[config.mk]
export PLATFORM = sky130hd
export DESIGN_NAME = matrix_operand_serializer_flat
export DESIGN_NICKNAME = d
export VERILOG_FILES = /design/src/rtl/matrix_operand_serializer_if.sv /design/src/rtl/matrix_operand_serializer.sv /design/src/flat_wrapper.sv
export SDC_FILE = /design/constraint.sdc
export NUM_CORES = 1
export LEC_CHECK = 0
export ABC_CLOCK_PERIOD_IN_PS = 2700
export BUFFER_PORTS_ARGS = -buffer_cell sky130_fd_sc_hd__buf_2
export CAP_MARGIN = 20
export CELL_PAD_IN_SITES_DETAIL_PLACEMENT = 1
export CELL_PAD_IN_SITES_GLOBAL_PLACEMENT = 1
export CORE_MARGIN = 3
export CORE_UTILIZATION = 41
export CTS_CLUSTER_DIAMETER = 150
export DETAILED_ROUTE_END_ITERATION = 7
export GPL_TIMING_DRIVEN = 0
export HOLD_SLACK_MARGIN = 0.1
export PLACE_DENSITY_LB_ADDON = 0.1
export SLEW_MARGIN = 20
export SYNTH_ARGS = -nofsm -noshare
export SYNTH_HDL_FRONTEND = slang
export SYNTH_SLANG_ARGS = --single-unit
[constraint.sdc]
create_clock -name clk -period 2.7 [get_ports clk]
set_input_delay 0 -clock clk [delete_from_list [all_inputs] [get_ports clk]]
set_output_delay 0 -clock clk [all_outputs]
set_load 0.1 [all_outputs]
[src/rtl/matrix_operand_serializer_if.sv]
// Element-pair load channel for matrix_operand_serializer.
// The source drives valid and data; the serializer drives ready.
interface matrix_operand_serializer_if #(
    parameter int W = 8
);
    logic         in_valid;
    logic         in_ready;
    logic [W-1:0] in_a;
    logic [W-1:0] in_b;

    modport master (
        output in_valid,
        output in_a,
        output in_b,
        input  in_ready
    );

    modport slave (
        input  in_valid,
        input  in_a,
        input  in_b,
        output in_ready
    );
endinterface

[src/rtl/matrix_operand_serializer.sv]
// Buffers one N x N operand pair, then streams both matrices LSB-first
// in lock-step behind a one-cycle start pulse.
module matrix_operand_serializer #(
    parameter int N = 2,
    parameter int W = 8
) (
    input  logic                          clk,
    input  logic                          rst,
    matrix_operand_serializer_if.slave    in_if,
    output logic                          start,
    output logic                          A,
    output logic                          B,
    output logic                          busy,
    output logic                          done
);
    localparam int NE = N * N;
    localparam int NB = NE * W;
    localparam int CW = $clog2(NB) + 1;
    localparam int IW = (NE > 1) ? $clog2(NE) : 1;

    typedef enum logic [1:0] {
        S_LOAD,
        S_START,
        S_SHIFT,
        S_DONE
    } state_t;

    state_t                 state_q, state_d;
    logic [IW-1:0]          idx_q, idx_d;
    logic [CW-1:0]          cnt_q, cnt_d;
    logic [NE-1:0][W-1:0]   buf_a_q, buf_a_d;
    logic [NE-1:0][W-1:0]   buf_b_q, buf_b_d;
    logic                   start_q, start_d;
    logic                   a_q, a_d;
    logic                   b_q, b_d;
    logic                   busy_q, busy_d;
    logic                   done_q, done_d;

    logic                   accept;
    logic                   last_elem;
    logic                   last_bit;
    logic [NB-1:0]          flat_a;
    logic [NB-1:0]          flat_b;

    assign in_if.in_ready = (state_q == S_LOAD);
    assign accept         = in_if.in_valid && (state_q == S_LOAD);
    assign last_elem      = (idx_q == IW'(NE - 1));
    assign last_bit       = (cnt_q == CW'(NB - 1));

    // Packed row-major storage: stream bit k sits at flat position k.
    assign flat_a = buf_a_q;
    assign flat_b = buf_b_q;

    always_comb begin
        state_d = state_q;
        idx_d   = idx_q;
        cnt_d   = cnt_q;
        buf_a_d = buf_a_q;
        buf_b_d = buf_b_q;
        unique case (state_q)
            S_LOAD: begin
                if (accept) begin
                    for (int i = 0; i < NE; i++) begin
                        if (idx_q == IW'(i)) begin
                            buf_a_d[i] = in_if.in_a;
                            buf_b_d[i] = in_if.in_b;
                        end
                    end
                    if (last_elem) begin
                        idx_d   = '0;
                        state_d = S_START;
                    end else begin
                        idx_d = idx_q + IW'(1);
                    end
                end
            end
            S_START: begin
                cnt_d   = '0;
                state_d = S_SHIFT;
            end
            S_SHIFT: begin
                if (last_bit) begin
                    cnt_d   = '0;
                    state_d = S_DONE;
                end else begin
                    cnt_d = cnt_q + CW'(1);
                end
            end
            S_DONE: begin
                state_d = S_LOAD;
            end
            default: begin
                state_d = S_LOAD;
            end
        endcase
    end

    // Outputs are registered from the next state so they line up with it.
    always_comb begin
        start_d = (state_d == S_START);
        busy_d  = (state_d == S_START) || (state_d == S_SHIFT);
        done_d  = (state_d == S_DONE);
        a_d     = 1'b0;
        b_d     = 1'b0;
        if (state_d == S_SHIFT) begin
            for (int i = 0; i < NB; i++) begin
                if (cnt_d == CW'(i)) begin
                    a_d = flat_a[i];
                    b_d = flat_b[i];
                end
            end
        end
    end

    always_ff @(posedge clk) begin
        if (rst) begin
            state_q <= S_LOAD;
            idx_q   <= '0;
            cnt_q   <= '0;
            buf_a_q <= '0;
            buf_b_q <= '0;
            start_q <= 1'b0;
            a_q     <= 1'b0;
            b_q     <= 1'b0;
            busy_q  <= 1'b0;
            done_q  <= 1'b0;
        end else begin
            state_q <= state_d;
            idx_q   <= idx_d;
            cnt_q   <= cnt_d;
            buf_a_q <= buf_a_d;
            buf_b_q <= buf_b_d;
            start_q <= start_d;
            a_q     <= a_d;
            b_q     <= b_d;
            busy_q  <= busy_d;
            done_q  <= done_d;
        end
    end

    assign start = start_q;
    assign A     = a_q;
    assign B     = b_q;
    assign busy  = busy_q;
    assign done  = done_q;
endmodule

[src/flat_wrapper.sv]
// flat-port wrapper written by rule: the top's interface ports become plain ports
module matrix_operand_serializer_flat 
#(
    parameter int N = 2,
    parameter int W = 8
)
  (clk, rst, start, A, B, busy, done, in_if_in_valid, in_if_in_a, in_if_in_b, in_if_in_ready);
  matrix_operand_serializer_if #(.W(W)) in_if_i ();
  input  logic clk;
  input  logic rst;
  output logic start;
  output logic A;
  output logic B;
  output logic busy;
  output logic done;
  input wire logic [$bits(in_if_i.in_valid)-1:0] in_if_in_valid;
  input wire logic [$bits(in_if_i.in_a)-1:0] in_if_in_a;
  input wire logic [$bits(in_if_i.in_b)-1:0] in_if_in_b;
  output wire logic [$bits(in_if_i.in_ready)-1:0] in_if_in_ready;
  assign in_if_i.in_valid = in_if_in_valid;
  assign in_if_i.in_a = in_if_in_a;
  assign in_if_i.in_b = in_if_in_b;
  assign in_if_in_ready = in_if_i.in_ready;
  matrix_operand_serializer #(.N(N), .W(W)) u_core (.clk(clk), .rst(rst), .in_if(in_if_i), .start(start), .A(A), .B(B), .busy(busy), .done(done));
endmodule
After elaboration in Yosys (flattened, before gate mapping)
Cells that the tools add are included.

$add $sub $neg: 2. Equality and inequality tests: 41. Muxes and demuxes: 71. Bitwise operators: 1. Reduce and logical (&&, ||, !) cells: 11.

Operators by type and width (number): 6-bit by 5-bit equality test with 1-bit output (second input constant) (17); 1-bit 2-to-1 mux (64); 6-bit by 4-bit equality test with 1-bit output (second input constant) (8); 6-bit by 3-bit equality test with 1-bit output (second input constant) (4); 2-bit equality test (second input constant) (6); 6-bit by 2-bit equality test with 1-bit output (second input constant) (2); 6-bit case mux with 2 select lines (1); 3-bit AND reduction (4); 2-bit 2-to-1 mux (4); 2-bit case mux with 4 select lines (1); 6-bit by 1-bit adder with 6-bit output (second input constant) (1); 2-bit by 1-bit equality test with 1-bit output (second input constant) (3); 6-bit by 1-bit equality test with 1-bit output (second input constant) (1); 6-bit zero test (1); 6-bit 2-to-1 mux (1); 2-bit zero test (2); 2-bit by 1-bit adder with 2-bit output (second input constant) (1); 2-bit AND reduction (1); 2-bit OR reduction (1); 1-bit logical AND (1); 1-bit logical OR (1); 1-bit inverter (1).

Register bits: 79. Output and inout port bits: 6. Word-level logic and storage cells: 142.

Logic depth before layout (Yosys ltp)
Gate-level depths: netlist of run 1.

Depth in word-level cells: 36. Gate-level depth with buffers: 13. Depth with buffers taken out: 11.

Least setup slack after synthesis of run 1
Ideal clock, no wire load.

Path type: reg2reg. Start point: register u_core.state_q[0]. End point: register u_core.b_q (netlist: u_core.B). Data arrival time: 2.569 ns. Required time: 2.571 ns. Path slack: 0.002 ns. Stages on the path, launching flop included: 12. Buffers on the path: 1. Clock period less this slack: 2.698 ns. Cell sequence: dfxtp_1 inv_1 ha_1 and3_1 clkbuf_1 nor2_1 ha_1 nor2b_1 o21ai_0 nor4_1 o31ai_1 nand3_1.

Elaborated cells between the ends (all ways): 77. Those cells by class: 35 x eq/ne; 37 x mux; 1 x bitwise; 4 x reduce/logical.

RTL lines: start: declaration (RTL line matrix_operand_serializer.sv:28) `state_t state_q, state_d;`; start signal: assignment (RTL line matrix_operand_serializer.sv:128) `state_q <= state_d;`; 2-bit zero test (*); net in_if_in_ready (RTL line flat_wrapper.sv:19) `output wire logic [$bits(in_if_i.in_ready)-1:0] in_if_in_ready;`; 1-bit logical AND (RTL line matrix_operand_serializer.sv:46) `assign accept = in_if.in_valid && (state_q == S_LOAD);`; 2-bit 2-to-1 mux (RTL line matrix_operand_serializer.sv:62) `if (accept) begin`; 2-bit case mux with 4 select lines (*) (RTL line matrix_operand_serializer.sv:60) `unique case (state_q)`; 2-bit equality test (*) (RTL line matrix_operand_serializer.sv:105) `if (state_d == S_SHIFT) begin`; 1-bit inverter (no source line) (*); 2-bit OR reduction (no source line) (*); end signal: assignment (RTL line matrix_operand_serializer.sv:124) `b_q <= 1'b0;`; end signal: assignment (RTL line matrix_operand_serializer.sv:135) `b_q <= b_d;`; end: declaration (RTL line matrix_operand_serializer.sv:35) `logic b_q, b_d;`.

The timed path passes the listed nets; every way through them passes the cells marked *. A chain may end at the register's enable or synchronous reset.

Worst setup path after layout of run 1
Start point: register u_core.state_q[1]. End point: register u_core.a_q (netlist: u_core.A).

Longest elaborated chain between the ends: 35. Elaborated cells between the ends (all ways): 77. Those cells by class: 35 x eq/ne; 37 x mux; 1 x bitwise; 4 x reduce/logical.

Ends and longest elaborated chain: 2-bit equality test or 2-bit by 1-bit equality test with 1-bit output (tied branches) (RTL line matrix_operand_serializer.sv:60); 6-bit case mux with 2 select lines (RTL line matrix_operand_serializer.sv:60); 6-bit zero test (RTL line matrix_operand_serializer.sv:107) `if (cnt_d == CW'(i)) begin`; 1-bit 2-to-1 mux (32 in series) (RTL line matrix_operand_serializer.sv:107); end signal: assignment (RTL line matrix_operand_serializer.sv:123) `a_q <= 1'b0;`; end signal: assignment (RTL line matrix_operand_serializer.sv:134) `a_q <= a_d;`; end: declaration (RTL line matrix_operand_serializer.sv:34) `logic a_q, a_d;`.

Several ways; a longest one is shown, not always the timed one.

==> results of run 1 <==
sequential cells by signal (all words and copies together) (netlist names):
signal,count
u_core.done,1
u_core.state_q,2
u_core.B,1
u_core.busy,1
u_core.idx_q,2
u_core.buf_b_q,32
u_core.start,1
u_core.buf_a_q,32
u_core.cnt_q,6
u_core.A,1
layout by cell type (no fill, tap or decap), drive strengths merged, types with 7 or more instances in the layout:
| cell | Yosys | layout |
|---|---|---|
| dfxtp | 79 | 79 |
| clkbuf | 25 | 35 |
| nor3 | 9 | 9 |
| nor2 | 22 | 22 |
| dlygate4sd3 | 0 | 17 |
| a221oi | 7 | 7 |
| o22ai | 10 | 10 |
| nand3 | 9 | 9 |
| ha | 10 | 10 |
| inv | 7 | 7 |
| nand2 | 148 | 148 |
| o21ai | 10 | 10 |
| nor2b | 8 | 8 |
| buf | 11 | 48 |
| a21oi | 76 | 76 |
metal layers:
metal / part of all wire / vias to the layer above / GRT usage
met5: 0 / - / 0
li1: - / 1927 / -
met2: 0.47 / 143 / 0.448
met3: 0.057 / 33 / 0.0391
met4: 0.026 / 0 / 0.102
met1: 0.45 / 2052 / 0.373
cells by family (layout without fill, tap and decap cells):
logic type | count (synthesis) | count (layout)
AOI/OAI and AO/OA | 152 | 152
and+or+nand+nor | 222 | 222
DFF | 79 | 79
adders and majority gates | 10 | 10
buffers and inverters | 43 | 113
xor gates and xnor gates | 3 | 3
what timing repair did:
action / in CTS / in global routing
setup endpoints to repair: 2 / 2
endpoints found under the hold margin: 66 / 0
buffers inserted: 10 / 5
resized for setup: 30 / 23
pin swaps: 9 / 8
hold buffers: 17 / 0
worst max-delay path: cells and delay by family (launching register included):
kind | cells | cell delay, ns
AOI/OAI and AO/OA | 6 | 1.06
adders and majority gates | 1 | 0.16
buffers and inverters | 3 | 0.44
DFF | 1 | 0.33
and+or+nand+nor | 2 | 0.72
cell type report:
type / instances / area, sq um / share of cell area
Multi-Input combinational cell: 387 / 2340 / 0.474
Sequential cell: 79 / 1590 / 0.322
Timing Repair Buffer: 55 / 410 / 0.0833
Buffer: 36 / 188 / 0.0381
Tap cell: 129 / 161 / 0.0328
Clock buffer: 9 / 124 / 0.0251
Clock inverter: 6 / 86.3 / 0.0175
Inverter: 7 / 33.8 / 0.00686
metrics by stage:
| step | total power [W] | setup TNS (ns) | instances |
|---|---|---|---|
| 2_1_floorplan | 0.00137 | 0 | 509 |
| 3_3_place_gp | 0.00145 | -1.43 | 661 |
| 3_5_place_dp | 0.00146 | -1.45 | 661 |
| 4_1_cts | 0.00245 | -0.0616 | 703 |
| 5_1_grt | 0.00255 | -0.352 | 708 |
| 6_report | 0.00245 | -0.147 | 708 |
how the worst min path moves through the flow:
stage | startpoint | endpoint | slack [ns] | cells after the start
5_1_grt | rst | u_core.buf_a_q[8]$_SDFFE_PP0P_ | 0.31 | 3
6_report | rst | u_core.buf_a_q[9]$_SDFFE_PP0P_ | 0.29 | 3
3_3_place_gp | in_if_in_a[4] | u_core.buf_a_q[12]$_SDFFE_PP0P_ | 0.28 | 3
4_1_cts | rst | u_core.buf_a_q[10]$_SDFFE_PP0P_ | 0.28 | 3
3_5_place_dp | in_if_in_a[5] | u_core.buf_a_q[13]$_SDFFE_PP0P_ | 0.29 | 3
2_1_floorplan | in_if_in_a[0] | u_core.buf_a_q[0]$_SDFFE_PP0P_ | 0.14 | 2
power groups by stage:
stage / clock network, W / registers, W / logic (W)
CTS: 0.000989 / 0.00123 / 0.000236
floorplan: 0 / 0.00125 / 0.000122
detailed placement: 0 / 0.00125 / 0.000207
global route: 0.00105 / 0.00123 / 0.000268
finish: 0.000984 / 0.00123 / 0.000243
global placement: 0 / 0.00125 / 0.000200
==> flow_summary.toml, run 1 <==
[synth]
synth_flop_cell = "dfxtp_1"
synth_compound_area_frac = 0.263
syn_area_per_cell_sq_um = 7.72
ys_ff_latch = 79
ys_top_cells_by_count = "147 x nand2_1, 79 x dfxtp_1, 76 x a21oi_1"
syn_area_sq_um = 3930
yosysUniqueCellTypes = 65
synth_xor_area_frac = 0.00669
yosys.area_share.adder = 0.0319
yosys_warnings = 0
synth_top_family_by_area = "compound AO/OA/AOI/OAI gates"
syn_inst = 509
ys_async_sr_fraction = 0
synth-edff-count = 0
synth.area.top_cells = "dfxtp_1 40%, nand2_1 14%, a21oi_1 9.7%, ha_1 3.2%, clkbuf_1 2.4%"
synthMuxAreaShare = 0
yosysTopAreaCellShare = 0.403
yosys.area_share.simple = 0.247
synth_most_common_cell = "nand2_1"
synth.largest_area_cell = "dfxtp_1"
synth_fp_nets = 538
ys_seq_area_frac = 0.403

[placed_design]
post-dp-hpwl_um = 10100
dpl-instance-area_sq_um = 4200
io_buffers = 23
gp_congestion = 0.908
place_ws_ns = -0.821

[setup_path]
cp_slowest_cell = "or3_4"
crit_path_end = "u_core.A$_SDFF_PP0_"
crit_arrival_ns = 3.09
cp-start-kind = "register"
r2r_cells = 12
ff2ff_setup_slack_ns = -0.09
crit_start = "u_core.state_q[1]$_SDFF_PP0_"
r2r_end = "u_core.A$_SDFF_PP0_"
cp_max_fo = 9
worstSetupEndpointType = "register"
max_stage_delay_ns = 0.42
cp_cell_sequence = "buf_4 -> ha_1 -> buf_4 -> or2b_1 -> o311ai_4 -> o41ai_4 -> or3_4 -> buf_6 -> a41o_1 -> o22ai_2 -> o221a_1 -> o31a_1"
worstPathRequired_ns = 2.99
critical_path_class = "reg -> reg"
rr_startpoint = "u_core.state_q[1]$_SDFF_PP0_"
path_common_cell = "buf_4"

[global_routing]
antenna_found_initial = 0
grt_pass1_vias = 4269
grt_max_degree = 14
overflow = 0
grt_pass1_wl_um = 23300
grtUsageTotal = 0.276

[power_and_ir_drop]
p_leak_nw = 1.83
ir_worst_vdd_mv = 0.319
p_int_w = 0.00180
p_clk_frac = 0.401
p_switching_w = 0.000652
p_per_area_nw_per_um2 = 498
sw_frac_of_total = 0.266
power_frac_comb = 0.099
p_seq_frac = 0.500

[floorplanning]
die_y_um = 104
dieArea_sq_um = 10800
fp.dieW_um = 104
design.core.area_sq_um = 9280
ios = 25
floorplan.initialDensity = 0.423
num_rows = 35

[timing]
finalCritPeriodShare = 1.03
hold_ws_ns = 0.294
finalWorstSetupSlack_ns = -0.0919
hold_viol = 0
setup_viol = 2
fmax_mhz = 358
fin_skew_ns = 0.00879
worst_slew_margin_rel = 0.529
rsz0062_at_grt = "yes"
min_period_ns = 2.79
slew_violations = 0
worst_pin_slew_ns = 0.706

[routing]
num_vias = 4155
via_per_inst = 5.87
drc = 0
wl_per_cell_um = 21.0
dr.pass1.iters = 8
wirelength_um = 14900
first_iter_violations = 269
antenna_left = 0

[min_path]
hold_path_class = "in -> reg"

[layout]
drive_gt1_frac = 0.185
layout.nets = 604
area_delta_synth_final_pct = 25.5
final_util = 0.531
diodes = 0
design_area_sq_um = 4930
fillCellCount = 1162

[clock_tree]
h-tree-depth = 3
clkSlewWorstSetupHoldPaths_ns = 0.08
cts_tree = "built"
cts.path.max_buffers = 2
cts_made_buffers = 9
cts_sinks = 79
clk_latency_ns = 0.36
cts-root-buf = "clkbuf_8"

[status]
outcome = "finished, violations left"
violations = "setup timing"

[flow_run]
cap_violations = 0
(Power assumes the default switching activity.)
==> inputs of run 2 (changes only) <==
--- a/config.mk
+++ b/config.mk
@@ -6,14 +6,14 @@
 export NUM_CORES = 1
 export LEC_CHECK = 0
 export ABC_CLOCK_PERIOD_IN_PS = 2700
-export BUFFER_PORTS_ARGS = -buffer_cell sky130_fd_sc_hd__buf_2
 export CAP_MARGIN = 20
 export CELL_PAD_IN_SITES_DETAIL_PLACEMENT = 1
 export CELL_PAD_IN_SITES_GLOBAL_PLACEMENT = 1
 export CORE_MARGIN = 3
-export CORE_UTILIZATION = 41
+export CORE_UTILIZATION = 35
 export CTS_CLUSTER_DIAMETER = 150
 export DETAILED_ROUTE_END_ITERATION = 7
+export DONT_BUFFER_PORTS = 1
 export GPL_TIMING_DRIVEN = 0
 export HOLD_SLACK_MARGIN = 0.1
 export PLACE_DENSITY_LB_ADDON = 0.1
==> run 2 against run 1 <==
Against the previous run:
- the flow still finishes with violations (setup timing)
- non-clock buffer count decreased by 22
- flip-flop and latch count unchanged
- critical path depth decreased by 1
- first-iteration DRC count decreased by 4.8%
- global-route usage decreased by 3.7 points
- hold slack got worse by 0.14 ns
- critical path type unchanged
- largest power group unchanged
- highest routed layer unchanged
==> flow_summary.toml, run 2 (synthesis gave the netlist of run 1 again) <==
[status]
outcome = "finished, violations left"
violations = "setup timing"

[setup_path]
r2r_end = "u_core.B$_SDFF_PP0_"
crit_arrival_ns = 2.99
rr_startpoint = "u_core.state_q[0]$_SDFF_PP0_"
ff2ff_setup_slack_ns = -0.06
worstPathRequired_ns = 2.93
worstSetupEndpointType = "register"
r2r_cells = 11
critical_path_class = "reg -> reg"
cp-start-kind = "register"
cp_max_fo = 8

[clock_tree]
cts.path.max_buffers = 2
cts_made_buffers = 9
clk_latency_ns = 0.37
cts_tree = "built"
cts_sinks = 79
clkSlewWorstSetupHoldPaths_ns = 0.08
cts-root-buf = "clkbuf_8"
h-tree-depth = 3

[power_and_ir_drop]
p_leak_nw = 1.75
ir_worst_vdd_mv = 0.380
p_per_area_nw_per_um2 = 529
finalPower_w = 0.00261

[routing]
drc = 0
antenna_left = 0
wirelength_um = 15100
dr.pass1.iters = 5
num_vias = 4006
via_per_inst = 5.75
wl_per_cell_um = 21.6
first_iter_violations = 256

[timing]
finalCritPeriodShare = 1.02
setup_viol = 2
hold_viol = 0
finalWorstSetupSlack_ns = -0.0553
fin_skew_ns = 0.0120
rsz0062_at_grt = "yes"
worst_slew_margin_rel = 0.369
hold_ws_ns = 0.155
fmax_mhz = 363
min_period_ns = 2.76
slew_violations = 0
worst_pin_slew_ns = 0.945

[floorplanning]
fp.dieW_um = 112
die_y_um = 112
dieArea_sq_um = 12500
num_rows = 38
design.core.area_sq_um = 10900
floorplan.initialDensity = 0.361
ios = 25

[layout]
area_delta_synth_final_pct = 25.4
layout_commonest_cell = "nand2_1"
design_area_sq_um = 4920
final_cell_mix = "145 x nand2_1, 75 x a21oi_1, 75 x dfxtp_1, 21 x buf_4"
fillCellCount = 1334
final_util = 0.452
top_regs = "u_core.buf_a_q x32, u_core.buf_b_q x32, u_core.cnt_q x6"
drive_gt1_frac = 0.158
layout.nets = 582

[min_path]
hold_path_class = "in -> reg"
holdCritStartpoint = "in_if_in_valid"
min_delay_worst_endpoint = "u_core.buf_a_q[13]$_SDFFE_PP0P_"
hold_depth = 4

[placed_design]
io_buffers = 0
dpl-instance-area_sq_um = 4110
post-dp-hpwl_um = 10400
gp_congestion = 0.871

[global_routing]
grtUsageTotal = 0.239
grt_pass1_wl_um = 22900
antenna_found_initial = 1
grt_max_degree = 13
overflow = 0
grt_pass1_vias = 3919

[flow_run]
cap_violations = 0
[run 2: changes by cell type in the layout (fill, tap and decap cells not counted), sizes merged]
| cell | delta |
|---|---|
| bufinv | +2 |
| bufbuf | +1 |
| clkinv | -3 |
| diode | +1 |
| buf | -22 |
| clkinvlp | -1 |
[run 2: area by class of cell]
cell class                      count  area, sq um  area share
Multi-Input combinational cell    387         2360       0.478
Sequential cell                    79         1590       0.322
Timing Repair Buffer               35          343      0.0696
Buffer                             34          183      0.0371
Tap cell                          140          175      0.0356
Clock buffer                       10          128      0.0259
Clock inverter                      4          120      0.0244
Inverter                            7         31.3     0.00635
Antenna cell                        1         2.50    0.000508
[run 2: worst max path at each step]
stage / from / to / slack [ns] / depth (start not counted)
after floorplan: u_core.state_q[0]$_SDFF_PP0_ / u_core.B$_SDFF_PP0_ / 0.002 / 11
after global placement: u_core.state_q[0]$_SDFF_PP0_ / u_core.B$_SDFF_PP0_ / -0.92 / 11
after detailed placement: u_core.state_q[0]$_SDFF_PP0_ / u_core.B$_SDFF_PP0_ / -0.75 / 11
after CTS: u_core.state_q[0]$_SDFF_PP0_ / u_core.A$_SDFF_PP0_ / -0.03 / 10
after global routing: u_core.state_q[0]$_SDFF_PP0_ / u_core.B$_SDFF_PP0_ / -0.21 / 11
final: u_core.state_q[0]$_SDFF_PP0_ / u_core.B$_SDFF_PP0_ / -0.06 / 11
[run 2: worst max-delay path: stages (launching register included)]
cell and delay [ns]:
dfxtp_2 0.34, inv_2 0.05, ha_4 0.29, buf_8 0.15, and4b_1 0.20, a221oi_1 0.48, nand2b_1 0.32, nor3_2 0.13
nand3_1 0.13, o221ai_1 0.10, o31ai_1 0.30, nand3_1 0.12
[run 2: through the flow]
| step | worst slack (ns) | setup TNS, ns | std cells |
|---|---|---|---|
| 2_1_floorplan | 0.00237 | 0 | 509 |
| 3_3_place_gp | -0.918 | -4.00 | 649 |
| 3_5_place_dp | -0.751 | -1.34 | 649 |
| 4_1_cts | -0.0342 | -0.0364 | 692 |
| 5_1_grt | -0.215 | -0.363 | 697 |
| 6_report | -0.0553 | -0.0876 | 697 |
[run 2: where the power goes]
part	total, W	switching (W)	internal [W]
Sequential	0.00123	0.0000320	0.00120
Clock	0.00115	0.000447	0.000699
Combinational	0.000226	0.000146	0.0000800
[run 2: layer usage]
metal | vias up | routed length (um) | global-route usage | part of all wire
li1 | 1892 | - | - | -
met1 | 2006 | 7180 | 0.334 | 0.48
met2 | 89 | 6910 | 0.378 | 0.46
met3 | 19 | 708 | 0.0342 | 0.047
met4 | 0 | 279 | 0.0825 | 0.019
met5 | - | 0 | 0 | 0
[run 2: what timing repair did]
action	4_1_cts	5_1_grt
hold buffers	17	0
gates cloned	1	0
endpoints found under the setup margin	2	2
buffers inserted	12	5
endpoints found under the hold margin	66	0
gates resized for setup	34	24
pin swaps	10	12
